--- src/rtl/pipe_ctrl_pkg.sv ---
// Shared types and parameter helpers for the hazard/forwarding controller.
package pipe_ctrl_pkg;

    localparam int MAX_STAGES  = 8;
    localparam int MAX_ADDR_W  = 8;
    localparam int FWD_REGFILE = 0;

    typedef logic [3:0] fwd_sel_t;

    typedef struct packed {
        logic                  valid;
        logic [MAX_ADDR_W-1:0] rd;
        logic                  wb;
        logic                  mem;
    } tag_t;

    function automatic bit params_ok(int ns, int aw, int alu, int ld);
        return ns >= 2 && ns <= MAX_STAGES &&
               aw >= 1 && aw <= MAX_ADDR_W &&
               alu >= 2 && alu <= ns &&
               ld >= alu && ld <= ns;
    endfunction

    function automatic int sel_width(int ns);
        return $clog2(ns + 1);
    endfunction

endpackage

--- src/rtl/pipeline_control_if.sv ---
// ID-side request and controller response bundle.
interface pipeline_control_if #(
    parameter int REG_ADDR_W = 5,
    parameter int NUM_STAGES = 3
);
    localparam int SEL_W = $clog2(NUM_STAGES + 1);

    logic                  id_valid;
    logic [REG_ADDR_W-1:0] id_rs1_addr;
    logic [REG_ADDR_W-1:0] id_rs2_addr;
    logic                  id_use_rs1;
    logic                  id_use_rs2;
    logic [REG_ADDR_W-1:0] id_rd_addr;
    logic                  id_wb_en;
    logic                  id_wb_from_mem;
    logic                  flush;
    logic                  pipe_hold;
    logic                  stall_id;
    logic [SEL_W-1:0]      fwd_rs1_sel_ex;
    logic [SEL_W-1:0]      fwd_rs2_sel_ex;
    logic [NUM_STAGES-1:0] stage_wb_en;
    logic [31:0]           stall_count;

    modport master (
        output id_valid, id_rs1_addr, id_rs2_addr,
        output id_use_rs1, id_use_rs2, id_rd_addr,
        output id_wb_en, id_wb_from_mem, flush, pipe_hold,
        input  stall_id, fwd_rs1_sel_ex, fwd_rs2_sel_ex,
        input  stage_wb_en, stall_count
    );

    modport slave (
        input  id_valid, id_rs1_addr, id_rs2_addr,
        input  id_use_rs1, id_use_rs2, id_rd_addr,
        input  id_wb_en, id_wb_from_mem, flush, pipe_hold,
        output stall_id, fwd_rs1_sel_ex, fwd_rs2_sel_ex,
        output stage_wb_en, stall_count
    );

endinterface

--- src/rtl/pipe_ctrl_match.sv ---
// Youngest-producer search for one source register against the tag vector.
module pipe_ctrl_match
    import pipe_ctrl_pkg::*;
#(
    parameter int NUM_STAGES = 3,
    parameter int REG_ADDR_W = 5,
    parameter int ALU_READY  = 2,
    parameter int LOAD_READY = 3,
    parameter int SEL_W      = 2
) (
    input  tag_t [NUM_STAGES-1:1] tags,
    input  logic [REG_ADDR_W-1:0] addr,
    input  logic                  use_src,
    output logic [SEL_W-1:0]      sel,
    output logic                  hazard
);

    logic hit;
    logic hit_mem;
    int   k;
    int   ready;

    always_comb begin
        hit     = 1'b0;
        hit_mem = 1'b0;
        k       = 0;
        ready   = ALU_READY;
        sel     = SEL_W'(FWD_REGFILE);
        hazard  = 1'b0;
        // Scan oldest to youngest so the youngest hit wins.
        for (int s = NUM_STAGES - 1; s >= 1; s--) begin
            if (tags[s].valid && tags[s].wb &&
                tags[s].rd == MAX_ADDR_W'(addr)) begin
                hit     = 1'b1;
                hit_mem = tags[s].mem;
                k       = s;
            end
        end
        if (hit && use_src) begin
            ready = hit_mem ? LOAD_READY : ALU_READY;
            if (k + 1 >= ready) begin
                sel = SEL_W'(k + 1);
            end else begin
                hazard = 1'b1;
            end
        end
    end

endmodule

--- src/rtl/pipeline_control.sv ---
// Tag shift register, forwarding selects, load-use stall and stall counter.
module pipeline_control
    import pipe_ctrl_pkg::*;
#(
    parameter int NUM_STAGES = 3,
    parameter int REG_ADDR_W = 5,
    parameter int ALU_READY  = 2,
    parameter int LOAD_READY = 3
) (
    input logic clk,
    input logic rst,
    pipeline_control_if.slave bus
);

    localparam int SEL_W = sel_width(NUM_STAGES);

    if (!params_ok(NUM_STAGES, REG_ADDR_W, ALU_READY, LOAD_READY)) begin : g_bad_params
        $error("pipeline_control: illegal parameter combination");
    end

    tag_t [NUM_STAGES-1:1] tags;
    logic                  last_wb;
    logic [SEL_W-1:0]      sel1_q;
    logic [SEL_W-1:0]      sel2_q;
    logic [SEL_W-1:0]      sel1_c;
    logic [SEL_W-1:0]      sel2_c;
    logic                  haz1;
    logic                  haz2;
    logic                  stall;
    logic                  enter;
    logic [31:0]           cnt;
    tag_t                  id_tag;

    pipe_ctrl_match #(
        .NUM_STAGES(NUM_STAGES), .REG_ADDR_W(REG_ADDR_W),
        .ALU_READY(ALU_READY), .LOAD_READY(LOAD_READY), .SEL_W(SEL_W)
    ) u_rs1 (
        .tags(tags), .addr(bus.id_rs1_addr), .use_src(bus.id_use_rs1),
        .sel(sel1_c), .hazard(haz1)
    );

    pipe_ctrl_match #(
        .NUM_STAGES(NUM_STAGES), .REG_ADDR_W(REG_ADDR_W),
        .ALU_READY(ALU_READY), .LOAD_READY(LOAD_READY), .SEL_W(SEL_W)
    ) u_rs2 (
        .tags(tags), .addr(bus.id_rs2_addr), .use_src(bus.id_use_rs2),
        .sel(sel2_c), .hazard(haz2)
    );

    assign stall = bus.id_valid && (haz1 || haz2) && !bus.flush && !bus.pipe_hold;
    assign enter = bus.id_valid && !stall && !bus.flush;

    always_comb begin
        id_tag = '0;
        if (enter) begin
            id_tag.valid = 1'b1;
            id_tag.rd    = MAX_ADDR_W'(bus.id_rd_addr);
            id_tag.wb    = bus.id_wb_en && (bus.id_rd_addr != '0);
            id_tag.mem   = bus.id_wb_from_mem;
        end
    end

    always_ff @(posedge clk) begin
        if (rst) begin
            tags    <= '0;
            last_wb <= 1'b0;
            sel1_q  <= '0;
            sel2_q  <= '0;
            cnt     <= '0;
        end else if (!bus.pipe_hold) begin
            tags[1] <= id_tag;
            for (int i = 2; i <= NUM_STAGES - 1; i++) begin
                tags[i] <= tags[i-1];
            end
            last_wb <= tags[NUM_STAGES-1].valid && tags[NUM_STAGES-1].wb;
            sel1_q  <= enter ? sel1_c : '0;
            sel2_q  <= enter ? sel2_c : '0;
            if (stall) begin
                cnt <= cnt + 32'd1;
            end
        end
    end

    always_comb begin
        bus.stage_wb_en = '0;
        for (int i = 1; i <= NUM_STAGES - 1; i++) begin
            bus.stage_wb_en[i-1] = tags[i].valid && tags[i].wb;
        end
        bus.stage_wb_en[NUM_STAGES-1] = last_wb;
    end

    assign bus.stall_id       = stall;
    assign bus.fwd_rs1_sel_ex = sel1_q;
    assign bus.fwd_rs2_sel_ex = sel2_q;
    assign bus.stall_count    = cnt;

endmodule

--- src/flat_wrapper.sv ---
// flat-port wrapper written by rule: the top's interface ports become plain ports
module pipeline_control_flat import pipe_ctrl_pkg::*;
#(
    parameter int NUM_STAGES = 3,
    parameter int REG_ADDR_W = 5,
    parameter int ALU_READY  = 2,
    parameter int LOAD_READY = 3
)
  (clk, rst, bus_id_valid, bus_id_rs1_addr, bus_id_rs2_addr, bus_id_use_rs1, bus_id_use_rs2, bus_id_rd_addr, bus_id_wb_en, bus_id_wb_from_mem, bus_flush, bus_pipe_hold, bus_stall_id, bus_fwd_rs1_sel_ex, bus_fwd_rs2_sel_ex, bus_stage_wb_en, bus_stall_count);
  pipeline_control_if #(.REG_ADDR_W(REG_ADDR_W), .NUM_STAGES(NUM_STAGES)) bus_i ();
  input logic clk;
  input logic rst;
  input wire logic [$bits(bus_i.id_valid)-1:0] bus_id_valid;
  input wire logic [$bits(bus_i.id_rs1_addr)-1:0] bus_id_rs1_addr;
  input wire logic [$bits(bus_i.id_rs2_addr)-1:0] bus_id_rs2_addr;
  input wire logic [$bits(bus_i.id_use_rs1)-1:0] bus_id_use_rs1;
  input wire logic [$bits(bus_i.id_use_rs2)-1:0] bus_id_use_rs2;
  input wire logic [$bits(bus_i.id_rd_addr)-1:0] bus_id_rd_addr;
  input wire logic [$bits(bus_i.id_wb_en)-1:0] bus_id_wb_en;
  input wire logic [$bits(bus_i.id_wb_from_mem)-1:0] bus_id_wb_from_mem;
  input wire logic [$bits(bus_i.flush)-1:0] bus_flush;
  input wire logic [$bits(bus_i.pipe_hold)-1:0] bus_pipe_hold;
  output wire logic [$bits(bus_i.stall_id)-1:0] bus_stall_id;
  output wire logic [$bits(bus_i.fwd_rs1_sel_ex)-1:0] bus_fwd_rs1_sel_ex;
  output wire logic [$bits(bus_i.fwd_rs2_sel_ex)-1:0] bus_fwd_rs2_sel_ex;
  output wire logic [$bits(bus_i.stage_wb_en)-1:0] bus_stage_wb_en;
  output wire logic [$bits(bus_i.stall_count)-1:0] bus_stall_count;
  assign bus_i.id_valid = bus_id_valid;
  assign bus_i.id_rs1_addr = bus_id_rs1_addr;
  assign bus_i.id_rs2_addr = bus_id_rs2_addr;
  assign bus_i.id_use_rs1 = bus_id_use_rs1;
  assign bus_i.id_use_rs2 = bus_id_use_rs2;
  assign bus_i.id_rd_addr = bus_id_rd_addr;
  assign bus_i.id_wb_en = bus_id_wb_en;
  assign bus_i.id_wb_from_mem = bus_id_wb_from_mem;
  assign bus_i.flush = bus_flush;
  assign bus_i.pipe_hold = bus_pipe_hold;
  assign bus_stall_id = bus_i.stall_id;
  assign bus_fwd_rs1_sel_ex = bus_i.fwd_rs1_sel_ex;
  assign bus_fwd_rs2_sel_ex = bus_i.fwd_rs2_sel_ex;
  assign bus_stage_wb_en = bus_i.stage_wb_en;
  assign bus_stall_count = bus_i.stall_count;
  pipeline_control #(.NUM_STAGES(NUM_STAGES), .REG_ADDR_W(REG_ADDR_W), .ALU_READY(ALU_READY), .LOAD_READY(LOAD_READY)) u_core (.clk(clk), .rst(rst), .bus(bus_i));
endmodule
--- config.mk ---
export PLATFORM = sky130hd
export DESIGN_NAME = pipeline_control_flat
export DESIGN_NICKNAME = d
export VERILOG_FILES = /design/src/rtl/pipe_ctrl_pkg.sv /design/src/rtl/pipeline_control_if.sv /design/src/rtl/pipe_ctrl_match.sv /design/src/rtl/pipeline_control.sv /design/src/flat_wrapper.sv
export SDC_FILE = /design/constraint.sdc
export NUM_CORES = 1
export LEC_CHECK = 0
export CAP_MARGIN = 20
export CORE_MARGIN = 3
export CORE_UTILIZATION = 25
export CTS_BUF_LIST = sky130_fd_sc_hd__clkbuf_16
export DETAILED_ROUTE_END_ITERATION = 10
export PLACE_DENSITY = 0.5
export SETUP_SLACK_MARGIN = 0.02
export SLEW_MARGIN = 20
export SYNTH_ARGS = -nofsm -noshare
export SYNTH_HDL_FRONTEND = slang
export SYNTH_SLANG_ARGS = --single-unit
--- constraint.sdc ---
create_clock -name clk -period 2.4 [get_ports clk]
set_input_delay 0.48 -clock clk [delete_from_list [all_inputs] [get_ports clk]]
set_output_delay 0.48 -clock clk [all_outputs]
set_load 0.005 [all_outputs]
==> results of run 1 <==
-- final cells by class --
type	instances	area (sq um)	area share (%)
multi-input cells	270	1930	45.5
clock inverters	3	11.3	0.265
inverters	7	26.3	0.619
flip-flops and latches	52	1040	24.5
well taps	140	175	4.13
repair buffers	99	935	22.0
clock buffers	5	125	2.95
-- registers in the layout (all words and copies together) (netlist names) --
register                   count
u_core.bus.stall_count        32
u_core.bus.fwd_rs1_sel_ex      2
u_core.tags                   15
u_core.last_wb                 1
u_core.bus.fwd_rs2_sel_ex      2
-- layer usage --
layer | global-route usage (%) | up-vias | share of wire [%]
met5 | 0 | - | 0
met4 | 2.61 | 0 | 0.48
met3 | 2.75 | 4 | 4.6
met2 | 19.9 | 54 | 45
met1 | 18.0 | 1324 | 50
li1 | - | 1399 | -
-- logic make-up after synthesis --
group / count (synthesis) / share of synthesized area [%]
simple gates: 161 / 28.2
compound gates: 47 / 10.6
flops: 52 / 35.4
xor+xnor: 20 / 5.96
buf+inv: 30 / 4.04
fa+ha+maj: 1 / 0.426
mux: 41 / 15.3
-- stage by stage --
step	utilization [%]	area, sq um
floorplan	-	2940
global placement	34.8	3890
detailed placement	34.8	3890
CTS	37.3	4160
global route	38.0	4240
finish	38.0	4240
-- critical path, stage by stage --
cell and delay [ns]:
clkdlybuf4s50_1 0.49, and3_1 0.23, nand3_4 0.11, a21oi_2 0.15, buf_4 0.13, clkdlybuf4s15_2 0.20
-- report_power, final --
group	total, mW	switching, mW	internal, mW	leakage (nW)
Sequential	0.873	0.00557	0.867	0.419
Clock	0.689	0.313	0.377	0.0738
Combinational	0.152	0.0763	0.0759	1.10
-- worst paths after layout --
check                                       startpoint                                         to  slack (ns)
min          u_core.bus.fwd_rs1_sel_ex[0]$_SDFFE_PP0N_  u_core.bus.fwd_rs1_sel_ex[0]$_SDFFE_PP0N_        0.47
max                                     bus_id_use_rs1                               bus_stall_id        0.13
max reg2reg                u_core.tags[5]$_SDFFE_PP0N_     u_core.bus.stall_count[8]$_SDFFE_PP0P_        0.20
min reg2reg  u_core.bus.fwd_rs1_sel_ex[0]$_SDFFE_PP0N_  u_core.bus.fwd_rs1_sel_ex[0]$_SDFFE_PP0N_        0.47
-- cells in the final DEF, fill, tap and decap left out, types with 9 or more instances in the layout --
cell type,instances
xor2_1,12
mux2_2,28
buf_4,31
nor2b_1,26
mux2i_1,10
dfxtp_1,52
inv_1,9
nand4_1,24
a21oi_1,27
clkdlybuf4s50_1,47
nand2_1,22
nand3_1,14
nor2_1,49
-- timing repair --
item | 4_1_cts | 5_1_grt
buffers inserted | 3 | 3
endpoints found under the setup margin | 14 | 18
pin swaps | 11 | 11
resized for setup | 28 | 19
hold endpoints to repair | 0 | 0
-- cells in the mapped netlist --
library cell  count
buf_4             1
nand3b_1          1
nand3_1          15
dfxtp_1          52
o21ai_0           1
nor3b_1           1
nor4_4            1
xor2_1           12
inv_1             7
and3_1            4
nor4_1            1
buf_1             2
or3b_4            1
nor3_1            7
nand2_1          23
or4_1             1
o22ai_1           2
a31oi_1           1
buf_2             2
nor2b_1          26
nand2b_1          4
mux2_2           31
a2111oi_0         1
a21boi_0          1
nand4_1          24
xnor2_1           8
ha_1              1
and2_1            1
a21oi_1          29
nand2_2           1
a211oi_1          6
a2111oi_2         5
clkbuf_1         18
o31ai_1           1
nor2_1           49
mux2i_1          10
nor4_2            1
==> results.sh, run 1 <==
export IMPL_grt_usage_pct=12.7
export IMPL_final_cells=576
export IMPL_clkSinkCount=52
export IMPL_clock_path_buffers=2
export IMPL_postRouteAntennaNets=0
export IMPL_rows=38
export IMPL_skew_ns=0.00488
export IMPL_synth_cell_area_sq_mm=0.00294
export IMPL_placed_cells=562
export IMPL_insertedDiodeCount=0
export IMPL_max_freq_mhz=440
export IMPL_die_area_sq_mm=0.0131
export IMPL_critical_path_class="in -> out"
export IMPL_cts_tree="done"
export IMPL_grt_overflow_total=0
export IMPL_fp_dieH_microns=114
export IMPL_holdWs_ns=0.467
export IMPL_rsz0062_at_grt="no"
export IMPL_slew_violations=0
export IMPL_p_leak_nw=1.59
export IMPL_nFillCells=1140
export IMPL_post_route_drc_count=0
export IMPL_fp_dieW_microns=114
export IMPL_synth_top_cell_area_share_pct=35.4
export IMPL_cp_start_kind="input pin"
export IMPL_drive_above_1_share_pct=22.0
export IMPL_timing_final_ws_setup_ns=0.126
export IMPL_cts_root_buf="clkbuf_16"
export IMPL_synth_avg_cell_area_sq_um=8.35
export IMPL_min_path_cells=2
export IMPL_holdBufCountCts=0
export IMPL_cts_buffers=5
export IMPL_drt_first_pass_iters=4
export IMPL_io_buffers=63
export IMPL_synth_top_area_cell="dfxtp_1"
export IMPL_areaGrowthSynthToFinish_pct=44.4
export IMPL_core_area_sq_mm=0.0112
export IMPL_drt_first_iter_violations=126
export IMPL_via_per_inst=4.83
export IMPL_finalNetCount=460
export IMPL_grt_max_degree=88
export IMPL_grt_pass1_vias=2723
export IMPL_clkTransAtPathRegs_ns=0.07
export IMPL_io_pins=64
export IMPL_dp_hpwl_microns=5730
export IMPL_hold_path_class="reg -> reg"
export IMPL_min_period_over_period_pct=94.7
export IMPL_arrival_ns=1.79
export IMPL_cap_violations=0
export IMPL_tightest_slew_ns=0.666
export IMPL_power_mw=1.71
export IMPL_ff2ff_path_depth=7
export IMPL_yosys_register_bits=52
export IMPL_worstPathRequired_ns=1.92
export IMPL_clk_latency_ns=0.29
export IMPL_synthesis_nets=377
export IMPL_ir_drop_uv=279
export IMPL_ys_seq_area_share_pct=35.4
export IMPL_finalCriticalPeriod_ns=2.27
export IMPL_synthTopCellsByArea="dfxtp_1 35%, mux2_2 12%, nor2_1 6.3%"
export IMPL_via_count=2781
export IMPL_gp_congestion=0.782
export IMPL_antenna_found_initial=0
export IMPL_yosysWarningCount=0
export IMPL_h_tree_depth=2
export IMPL_dp_slack_ns=-0.531
export IMPL_initial_utilization_pct=26.3
export IMPL_p_per_area_mw_per_mm2=404
export IMPL_drt_wl_total_microns=8330
export IMPL_setup_tns_ns=0
export IMPL_wl_per_cell_microns=14.5
export IMPL_crit_path_end_kind="output port"
export IMPL_syn_inst=352
export IMPL_setup_viol=0
export IMPL_worst_path_max_fanout=2
export IMPL_grt_pass1_wl_microns=13600
export IMPL_status="finished clean"
export IMPL_report_final_hold_viol_count=0
export IMPL_relSlewSlack_pct=55.3
export IMPL_ys_types=37
(Power assumes the default switching activity.)
==> inputs of run 2 (changes only) <==
--- a/config.mk
+++ b/config.mk
@@ -10,7 +10,8 @@
 export CORE_UTILIZATION = 25
 export CTS_BUF_LIST = sky130_fd_sc_hd__clkbuf_16
 export DETAILED_ROUTE_END_ITERATION = 10
-export PLACE_DENSITY = 0.5
+export HOLD_SLACK_MARGIN = 0.1
+export PLACE_DENSITY = 0.56
 export SETUP_SLACK_MARGIN = 0.02
 export SLEW_MARGIN = 20
 export SYNTH_ARGS = -nofsm -noshare
==> run 2 against run 1 <==
- clock-buffer cell count unchanged
- sequential share of layout area down 0.23 points
- hold slack better by 0.0019 ns
- routed wire length shrank 1.5%
- critical path depth is 1 higher
- design area grew 0.94%
==> results.sh, run 2 (synthesis results as in run 1) <==
export IMPL_status="finished clean"
export IMPL_initial_utilization_pct=26.3
export IMPL_routed_wl_met3_microns=444
export IMPL_clk_latency_ns=0.28
export IMPL_grt_pass1_vias=2755
export IMPL_fp_dieW_microns=114
export IMPL_rows=38
export IMPL_switchingPower_mw=0.394
export IMPL_cap_violations=0
export IMPL_drt_met1_wl_microns=3840
export IMPL_worst_path_max_fanout=2
export IMPL_postRouteAntennaNets=0
export IMPL_largest_reg_flops=32
export IMPL_finalCriticalPeriod_ns=2.30
export IMPL_gp_congestion=0.773
export IMPL_drt_first_pass_iters=4
export IMPL_antenna_found_initial=0
export IMPL_arrival_ns=1.82
export IMPL_layout_cells_most_common_list="52 x dfxtp_1, 50 x clkdlybuf4s50_1, 48 x nor2_1, 31 x buf_4, 30 x mux2_2"
export IMPL_holdWs_ns=0.469
export IMPL_setup_viol=0
export IMPL_clkTransAtPathRegs_ns=0.07
export IMPL_post_route_drc_count=0
export IMPL_cts_tree="done"
export IMPL_design_area_sq_mm=0.00428
export IMPL_wl_per_cell_microns=14.2
export IMPL_grt_max_degree=70
export IMPL_layout_commonest_cell="dfxtp_1"
export IMPL_multi_input_area_sq_mm=0.00194
export IMPL_areaGrowthSynthToFinish_pct=45.8
export IMPL_cp_start_kind="input pin"
export IMPL_met2_length_microns=3890
export IMPL_fp_dieH_microns=114
export IMPL_power_share_combinational_pct=8.8
export IMPL_h_tree_depth=2
export IMPL_min_period_over_period_pct=96.0
export IMPL_relSlewSlack_pct=56.0
export IMPL_grt_overflow_total=0
export IMPL_ir_drop_uv=327
export IMPL_drt_wl_total_microns=8200
export IMPL_finalNetCount=462
export IMPL_power_mw=1.83
export IMPL_tightest_slew_ns=0.655
export IMPL_crit_path_end_kind="output port"
export IMPL_holdBufCountCts=0
export IMPL_sw_frac_of_total_pct=21.5
export IMPL_die_area_sq_mm=0.0131
export IMPL_cts_buffers=5
export IMPL_insertedDiodeCount=0
export IMPL_p_per_area_mw_per_mm2=427
export IMPL_dp_hpwl_microns=5940
export IMPL_slew_violations=0
export IMPL_nFillCells=1133
export IMPL_regArea_sq_mm=0.00104
export IMPL_p_leak_nw=1.59
export IMPL_skew_ns=0.00597
export IMPL_via_count=2766
export IMPL_clkSinkCount=52
export IMPL_core_area_sq_mm=0.0112
export IMPL_drt_first_iter_violations=107
export IMPL_placed_cells=565
export IMPL_clock_path_buffers=2
export IMPL_worstPathRequired_ns=1.92
export IMPL_power_frac_seq_pct=47.7
export IMPL_via_per_inst=4.79
export IMPL_dpl_cell_area_sq_mm=0.00391
export IMPL_drive_above_1_share_pct=22.8
export IMPL_critical_path_class="in -> out"
export IMPL_p_int_mw=1.44
export IMPL_io_buffers=63
export IMPL_final_cells=578
export IMPL_clkPwrFrac_pct=43.5
export IMPL_report_final_hold_viol_count=0
export IMPL_highest_layer="met4"
export IMPL_grt_pass1_wl_microns=13700
export IMPL_grt_usage_pct=12.8
export IMPL_io_pins=64
export IMPL_rsz0062_at_grt="no"
export IMPL_max_freq_mhz=434
export IMPL_hold_path_class="reg -> reg"
export IMPL_cts_root_buf="clkbuf_16"
run 2: power by group through the flow:
| stage | Clock, mW | Combinational, mW | Sequential [mW] |
|---|---|---|---|
| 2_1_floorplan | 0 | 0.0706 | 0.891 |
| 3_3_place_gp | 0 | 0.157 | 0.893 |
| 6_report | 0.795 | 0.162 | 0.873 |
| 5_1_grt | 0.850 | 0.178 | 0.873 |
| 4_1_cts | 0.812 | 0.162 | 0.873 |
| 3_5_place_dp | 0 | 0.159 | 0.893 |
run 2: path summary, 6_finish.rpt:
path	cells after the start	start	to	slack [ns]
min	2	u_core.bus.fwd_rs2_sel_ex[0]$_SDFFE_PP0N_	u_core.bus.fwd_rs2_sel_ex[0]$_SDFFE_PP0N_	0.47
max	7	bus_id_use_rs2	bus_stall_id	0.1
max reg2reg	6	u_core.bus.stall_count[5]$_SDFFE_PP0P_	u_core.bus.stall_count[11]$_SDFFE_PP0P_	0.20
min reg2reg	2	u_core.bus.fwd_rs2_sel_ex[0]$_SDFFE_PP0N_	u_core.bus.fwd_rs2_sel_ex[0]$_SDFFE_PP0N_	0.47
run 2: final cells by class:
cell class | instances | share of cell area (%)
clock buffers | 5 | 2.92
clock inverters | 3 | 0.876
inverters | 7 | 0.613
multi-input cells | 270 | 45.2
flip-flops and latches | 52 | 24.3
well taps | 140 | 4.09
repair buffers | 101 | 22.0
run 2: routing by layer:
metal | vias up | global-route usage, %
met5 | - | 0
met4 | 0 | 2.30
met3 | 2 | 2.75
met2 | 62 | 21.2
met1 | 1295 | 17.1
li1 | 1407 | -
run 2: through the flow:
| step | TNS [ns] | utilization (%) | setup slack (ns) |
|---|---|---|---|
| 2_1_floorplan | 0 | - | 0.192 |
| 3_3_place_gp | -8.99 | 35.0 | -0.566 |
| 3_5_place_dp | -9.31 | 35.0 | -0.536 |
| 4_1_cts | 0 | 37.9 | 0.0135 |
| 5_1_grt | 0 | 38.3 | 0.0177 |
| 6_report | 0 | 38.3 | 0.0963 |
run 2: worst max-delay path, cell delays in order:
cell,delay (ns)
clkdlybuf4s50_1,0.51
nand4_1,0.12
nor3_2,0.15
nand2_1,0.15
a21oi_4,0.19
buf_6,0.12
buf_2,0.10
run 2: timing repair:
action | 4_1_cts | 5_1_grt
gates cloned | 0 | 0
gates resized for setup | 31 | 16
endpoints found under the setup margin | 22 | 24
pin swaps | 10 | 3
buffers inserted | 6 | 0
